## src/rtl/conv_mac_sequencer.sv

```systemverilog
// Convolution MAC sequencer: walks filter taps per output position, issues X/F read
// addresses, aligns MAC strobes to the 1-cycle read latency. Optional macro: CONV_STALL_CNT_EN.
module conv_mac_sequencer #(
    parameter int F_MEM_SIZE       = 4,
    parameter int X_MEM_SIZE       = 8,
    parameter int X_MEM_ADDR_WIDTH = 3,
    parameter int F_MEM_ADDR_WIDTH = 2
) (
    input  logic                        clk,
    input  logic                        reset,
    input  logic                        conv_start,
    input  logic                        m_ready_y,
    output logic [X_MEM_ADDR_WIDTH-1:0] x_addr,
    output logic [F_MEM_ADDR_WIDTH-1:0] f_addr,
    output logic                        mac_en,
    output logic                        mac_clear,
    output logic                        m_valid_y,
`ifdef CONV_STALL_CNT_EN
    output logic [15:0]                 stall_cnt,
`endif
    output logic                        conv_done
);

    typedef enum logic [2:0] {
        S_IDLE,
        S_ISSUE,
        S_WAIT,
        S_VALID,
        S_DONE
    } state_t;

    localparam logic [X_MEM_ADDR_WIDTH-1:0] LAST_OUT = X_MEM_ADDR_WIDTH'(X_MEM_SIZE - F_MEM_SIZE);
    localparam logic [F_MEM_ADDR_WIDTH-1:0] LAST_TAP = F_MEM_ADDR_WIDTH'(F_MEM_SIZE - 1);

    state_t                      state_q, state_d;
    logic [F_MEM_ADDR_WIDTH-1:0] tap_q, tap_d;
    logic [X_MEM_ADDR_WIDTH-1:0] out_idx_q, out_idx_d;
    logic [X_MEM_ADDR_WIDTH-1:0] x_addr_q, x_addr_d;
    logic [F_MEM_ADDR_WIDTH-1:0] f_addr_q, f_addr_d;
    logic                        mac_en_q, mac_en_d;
    logic                        mac_clear_q, mac_clear_d;
    logic                        m_valid_y_q, m_valid_y_d;
    logic                        conv_done_q, conv_done_d;
    logic                        start_armed_q;
    logic                        start_edge;

    // Armed only after conv_start has been seen low, so a level held across reset never starts a run.
    assign start_edge = conv_start && start_armed_q;

    always_comb begin
        state_d     = state_q;
        tap_d       = tap_q;
        out_idx_d   = out_idx_q;
        x_addr_d    = x_addr_q;
        f_addr_d    = f_addr_q;
        mac_en_d    = 1'b0;
        mac_clear_d = 1'b0;
        m_valid_y_d = 1'b0;
        conv_done_d = 1'b0;

        case (state_q)
            S_IDLE: begin
                if (start_edge) begin
                    state_d   = S_ISSUE;
                    tap_d     = '0;
                    out_idx_d = '0;
                end
            end
            S_ISSUE: begin
                mac_en_d    = 1'b1;
                mac_clear_d = (tap_q == '0);
                if (tap_q == LAST_TAP) begin
                    state_d = S_WAIT;
                end else begin
                    tap_d = tap_q + F_MEM_ADDR_WIDTH'(1);
                end
            end
            S_WAIT: begin
                state_d = S_VALID;
            end
            S_VALID: begin
                if (m_ready_y) begin
                    if (out_idx_q == LAST_OUT) begin
                        state_d = S_DONE;
                    end else begin
                        state_d   = S_ISSUE;
                        out_idx_d = out_idx_q + X_MEM_ADDR_WIDTH'(1);
                        tap_d     = '0;
                    end
                end
            end
            S_DONE: begin
                state_d = S_IDLE;
            end
            default: begin
                state_d = S_IDLE;
            end
        endcase

        // Abort discards the run, including the MAC strobe still pending from the last issue.
        if (state_q != S_IDLE && !conv_start) begin
            state_d     = S_IDLE;
            tap_d       = '0;
            out_idx_d   = '0;
            mac_en_d    = 1'b0;
            mac_clear_d = 1'b0;
        end

        case (state_d)
            S_ISSUE: begin
                x_addr_d = out_idx_d + X_MEM_ADDR_WIDTH'(tap_d);
                f_addr_d = tap_d;
            end
            S_IDLE, S_DONE: begin
                x_addr_d = '0;
                f_addr_d = '0;
            end
            default: begin
            end
        endcase

        m_valid_y_d = (state_d == S_VALID);
        conv_done_d = (state_d == S_DONE);
    end

    always_ff @(posedge clk) begin
        if (reset) begin
            state_q       <= S_IDLE;
            tap_q         <= '0;
            out_idx_q     <= '0;
            x_addr_q      <= '0;
            f_addr_q      <= '0;
            mac_en_q      <= 1'b0;
            mac_clear_q   <= 1'b0;
            m_valid_y_q   <= 1'b0;
            conv_done_q   <= 1'b0;
            start_armed_q <= 1'b0;
        end else begin
            state_q       <= state_d;
            tap_q         <= tap_d;
            out_idx_q     <= out_idx_d;
            x_addr_q      <= x_addr_d;
            f_addr_q      <= f_addr_d;
            mac_en_q      <= mac_en_d;
            mac_clear_q   <= mac_clear_d;
            m_valid_y_q   <= m_valid_y_d;
            conv_done_q   <= conv_done_d;
            start_armed_q <= !conv_start;
        end
    end

    assign x_addr    = x_addr_q;
    assign f_addr    = f_addr_q;
    assign mac_en    = mac_en_q;
    assign mac_clear = mac_clear_q;
    assign m_valid_y = m_valid_y_q;
    assign conv_done = conv_done_q;

`ifdef CONV_STALL_CNT_EN
    logic [15:0] stall_cnt_q;

    always_ff @(posedge clk) begin
        if (reset) begin
            stall_cnt_q <= '0;
        end else if (state_q == S_IDLE && start_edge) begin
            stall_cnt_q <= '0;
        end else if (m_valid_y_q && !m_ready_y && stall_cnt_q != 16'hFFFF) begin
            stall_cnt_q <= stall_cnt_q + 16'd1;
        end
    end

    assign stall_cnt = stall_cnt_q;
`endif

endmodule

```

## config.mk

```make
export PLATFORM = sky130hd
export DESIGN_NAME = conv_mac_sequencer
export DESIGN_NICKNAME = d
export VERILOG_FILES = /design/src/rtl/conv_mac_sequencer.sv
export SDC_FILE = /design/constraint.sdc
export NUM_CORES = 1
export LEC_CHECK = 0
export CAP_MARGIN = 0
export CORE_MARGIN = 5
export CORE_UTILIZATION = 45
export CTS_CLUSTER_DIAMETER = 120
export CTS_CLUSTER_SIZE = 40
export DETAILED_ROUTE_END_ITERATION = 12
export MAX_ROUTING_LAYER = met4
export PLACE_DENSITY = 0.78
export RECOVER_POWER = 25
export SETUP_SLACK_MARGIN = 0.15
export SYNTH_ARGS = -nofsm -noshare
export SYNTH_HDL_FRONTEND = slang
export SYNTH_SLANG_ARGS = --single-unit
```

## constraint.sdc

```tcl
create_clock -name clk -period 2.3 [get_ports clk]
set_clock_uncertainty 0.2 [all_clocks]
set_input_delay 0.46 -clock clk [delete_from_list [all_inputs] [get_ports clk]]
set_output_delay 0.46 -clock clk [all_outputs]
set_load 0.01 [all_outputs]
```

==> flow_summary.json <==
{
  "status": "finished with violations",
  "violations": "setup timing",
  "maxSlewViolCount": 0,
  "hold_viol_final": 0,
  "cp_num_buf_inv": 1,
  "path_delay_family": "adder cells",
  "core_mm2": 0.00198,
  "dieArea_mm2": 0.00311,
  "cts-root-buf": "clkbuf_4",
  "firstDrtPassIters": 4,
  "finalSetupTns_ns": -0.00828,
  "multi_input_area_um2": 546,
  "drive_above_1_share_pct": 41.0,
  "fin_worst_hold_slack_ns": 0.294,
  "hold_end": "f_addr[1]$_SDFFE_PP0P_",
  "wl_per_cell_um": 14.1,
  "nNetsFinal": 153,
  "min_path_type": "reg -> reg",
  "muxShareOfSynthArea_pct": 1.06,
  "grt_pass1_wl_um": 4190,
  "place_ws_ns": -0.546,
  "syn_to_final_growth_pct": 45.5,
  "gr-total-overflow": 0,
  "grt_usage_pct": 16.8,
  "worst_slew_pin_slew_ns": 0.523,
  "portBuffers": 12,
  "synthSimpleGateAreaFrac_pct": 25.1,
  "worstPathArrival_ns": 2.30,
  "min_period_ns": 2.31,
  "grt_antenna_before_repair": 0,
  "dp_hpwl_um": 1790,
  "synth_top_family_by_area": "simple AND/OR/NAND/NOR gates",
  "die_x_um": 55.8,
  "worstPathCellList": "inv_2 > ha_4 > nand2_4 > nand3_2 > a221o_1 > nand2_1 > a21oi_2 > ha_2 > fa_2 > xnor2_1 > a22o_1",
  "regArea_um2": 368,
  "place_congestion": 0.866,
  "cp_slowest_cell": "dfxtp_2",
  "syn_inst": 99,
  "r2r-start": "out_idx_q[0]$_SDFF_PP0_",
  "cts.sinks": 18,
  "yosysTopAreaCellShare_pct": 38.2,
  "synthAdderAreaFrac_pct": 6.10,
  "worstPathRequired_ns": 2.29,
  "hold_buffers": 0,
  "num_vias": 907,
  "synth.ff_latch_count": 18,
  "synth_area_leaders": "dfxtp_1 (38%), buf_6 (4.8%), a22o_1 (4.6%)",
  "netlist_area_um2": 943,
  "yosysSeqAreaShare_pct": 38.2,
  "synthXorXnorAreaFrac_pct": 0.928,
  "hold_start": "f_addr[1]$_SDFFE_PP0P_",
  "relSlewSlack_pct": 65.0,
  "rsz0062_at_grt": "true",
  "yosysWarningCount": 0,
  "p_leak_nw": 0.582,
  "drv_cap": 0,
  "r2r_slack_ns": -0.008,
  "synth_fp_nets": 107,
  "placementRows": 16,
  "io_pins": 13,
  "synth_compound_area_share_pct": 21.1,
  "reg2reg_depth": 11,
  "cts_tree": "built",
  "grt_max_degree": 11,
  "max_stage_delay_ns": 0.34,
  "mostFrequentLayoutCells": "buf_4 (32), dfxtp_1 (14), clkdlybuf4s50_1 (9), nand2_1 (6)",
  "finalWorstSetupSlack_ns": -0.00828,
  "start_util_pct": 47.6,
  "holdPathStages": 1,
  "final_util_pct": 69.3,
  "r2r_end": "x_addr[2]$_SDFFE_PP0P_",
  "critPathMaxFanout": 3,
  "power.density_mw_per_mm2": 429,
  "htree_levels": 1,
  "cts_max_path_buffers": 2,
  "drcViolationCount": 0,
  "path_class": "reg -> reg",
  "clock_latency_ns": 0.30,
  "fin_crit_sh_pct": 100,
  "synth_top_cell_by_area": "dfxtp_1",
  "p_total_mw": 0.589,
  "finalWirelength_um": 2420,
  "drt_iter0_drc": 9,
  "fillCellCount": 151,
  "clkTransAtPathRegs_ns": 0.09,
  "cts_made_buffers": 3,
  "antenna_left": 0,
  "layout_commonest_cell": "buf_4",
  "worst_setup_path_end_kind": "flip-flop",
  "setup_viol": 1,
  "grt_pass1_vias": 946,
  "cp-start-kind": "flip-flop",
  "yosys.cell_types.count": 37,
  "max-vdd-ir-drop_mv": 0.429,
  "die_h_um": 55.8,
  "detail_route.vias_per_cell": 5.30,
  "diodes": 0,
  "max_freq_mhz": 433,
  "synth_area_per_cell_um2": 9.53
}
==> metrics by stage <==
step / instance area, um^2 / std cells
2_1_floorplan: 955 / 99
3_3_place_gp: 1250 / 159
3_5_place_dp: 1250 / 159
4_1_cts: 1360 / 168
5_1_grt: 1370 / 171
6_report: 1370 / 171
==> where the power goes <==
group	internal (mW)	switching [mW]	total [mW]
Sequential	0.315	0.00531	0.320
Combinational	0.0394	0.0362	0.0756
Clock	0.0965	0.0967	0.193
Total	0.451	0.138	0.589
==> flip-flops by register name (all words and copies together), names as in the netlist <==
| name | count |
|---|---|
| x_addr | 3 |
| f_addr | 2 |
| tap_q | 2 |
| m_valid_y | 1 |
| start_armed_q | 1 |
| mac_clear | 1 |
| conv_done | 1 |
| out_idx_q | 3 |
| state_q | 3 |
| mac_en | 1 |
==> layout make-up <==
class | instances | share of cell area (%)
timing repair buffer | 47 | 27.3
sequential | 18 | 26.8
clock buffer | 4 | 2.64
inverter | 4 | 1.09
multi-input combinational | 71 | 39.7
tap | 27 | 2.46
==> cell families after synthesis <==
group / count (synthesis)
simple gates: 40
compound gates: 25
buf+inv: 10
mux: 1
fa+ha+maj: 4
xor+xnor: 1
flops: 18
==> per-layer routing <==
layer  vias up  share of wire, %  global-route usage [%]
li1        445                 -                       -
met1       438                44                    18.6
met2        19                51                    30.9
met3         5               3.4                    2.09
met4         0               1.4                    5.21
met5         -                 0                       -
==> synthesized netlist by cell type <==
master / number
o21ai_1: 1
fa_1: 1
clkbuf_1: 1
o22ai_2: 1
buf_4: 1
nor3_1: 5
nand4_1: 1
a221o_1: 1
buf_6: 4
ha_1: 3
xnor2_1: 1
and2_1: 1
a31oi_4: 1
nor3_4: 1
a211oi_1: 1
a31oi_1: 4
and4b_1: 1
and2_4: 1
dfxtp_1: 18
nand3b_1: 1
nor2b_1: 5
nor4b_1: 1
o21a_1: 1
o21ai_0: 4
nand2_1: 7
a21oi_1: 5
nand2b_1: 2
nand3_1: 2
a22o_1: 5
nor2_1: 5
inv_1: 4
and3_2: 1
nor3b_1: 1
nor2_2: 4
nand4b_1: 1
mux2i_1: 1
a22oi_4: 1
==> what timing repair did <==
item,4_1_cts,5_1_grt
buffers inserted,5,3
pin swaps,8,3
endpoints found under the setup margin,3,2
resized for setup,13,1
==> how the worst max path moves through the flow <==
| stage | startpoint | to | slack, ns | cells past startpoint |
|---|---|---|---|---|
| after floorplan | m_ready_y | x_addr[1]$_SDFFE_PP0P_ | 0.03 | 8 |
| after global placement | m_ready_y | x_addr[2]$_SDFFE_PP0P_ | -0.49 | 10 |
| after detailed placement | m_ready_y | x_addr[2]$_SDFFE_PP0P_ | -0.55 | 10 |
| after CTS | out_idx_q[1]$_SDFF_PP0_ | x_addr[2]$_SDFFE_PP0P_ | 0.01 | 11 |
| after global routing | out_idx_q[0]$_SDFF_PP0_ | x_addr[2]$_SDFFE_PP0P_ | -0.08 | 11 |
| final | out_idx_q[0]$_SDFF_PP0_ | x_addr[2]$_SDFFE_PP0P_ | -0.008 | 11 |
Power figures use the tool's default switching activity.
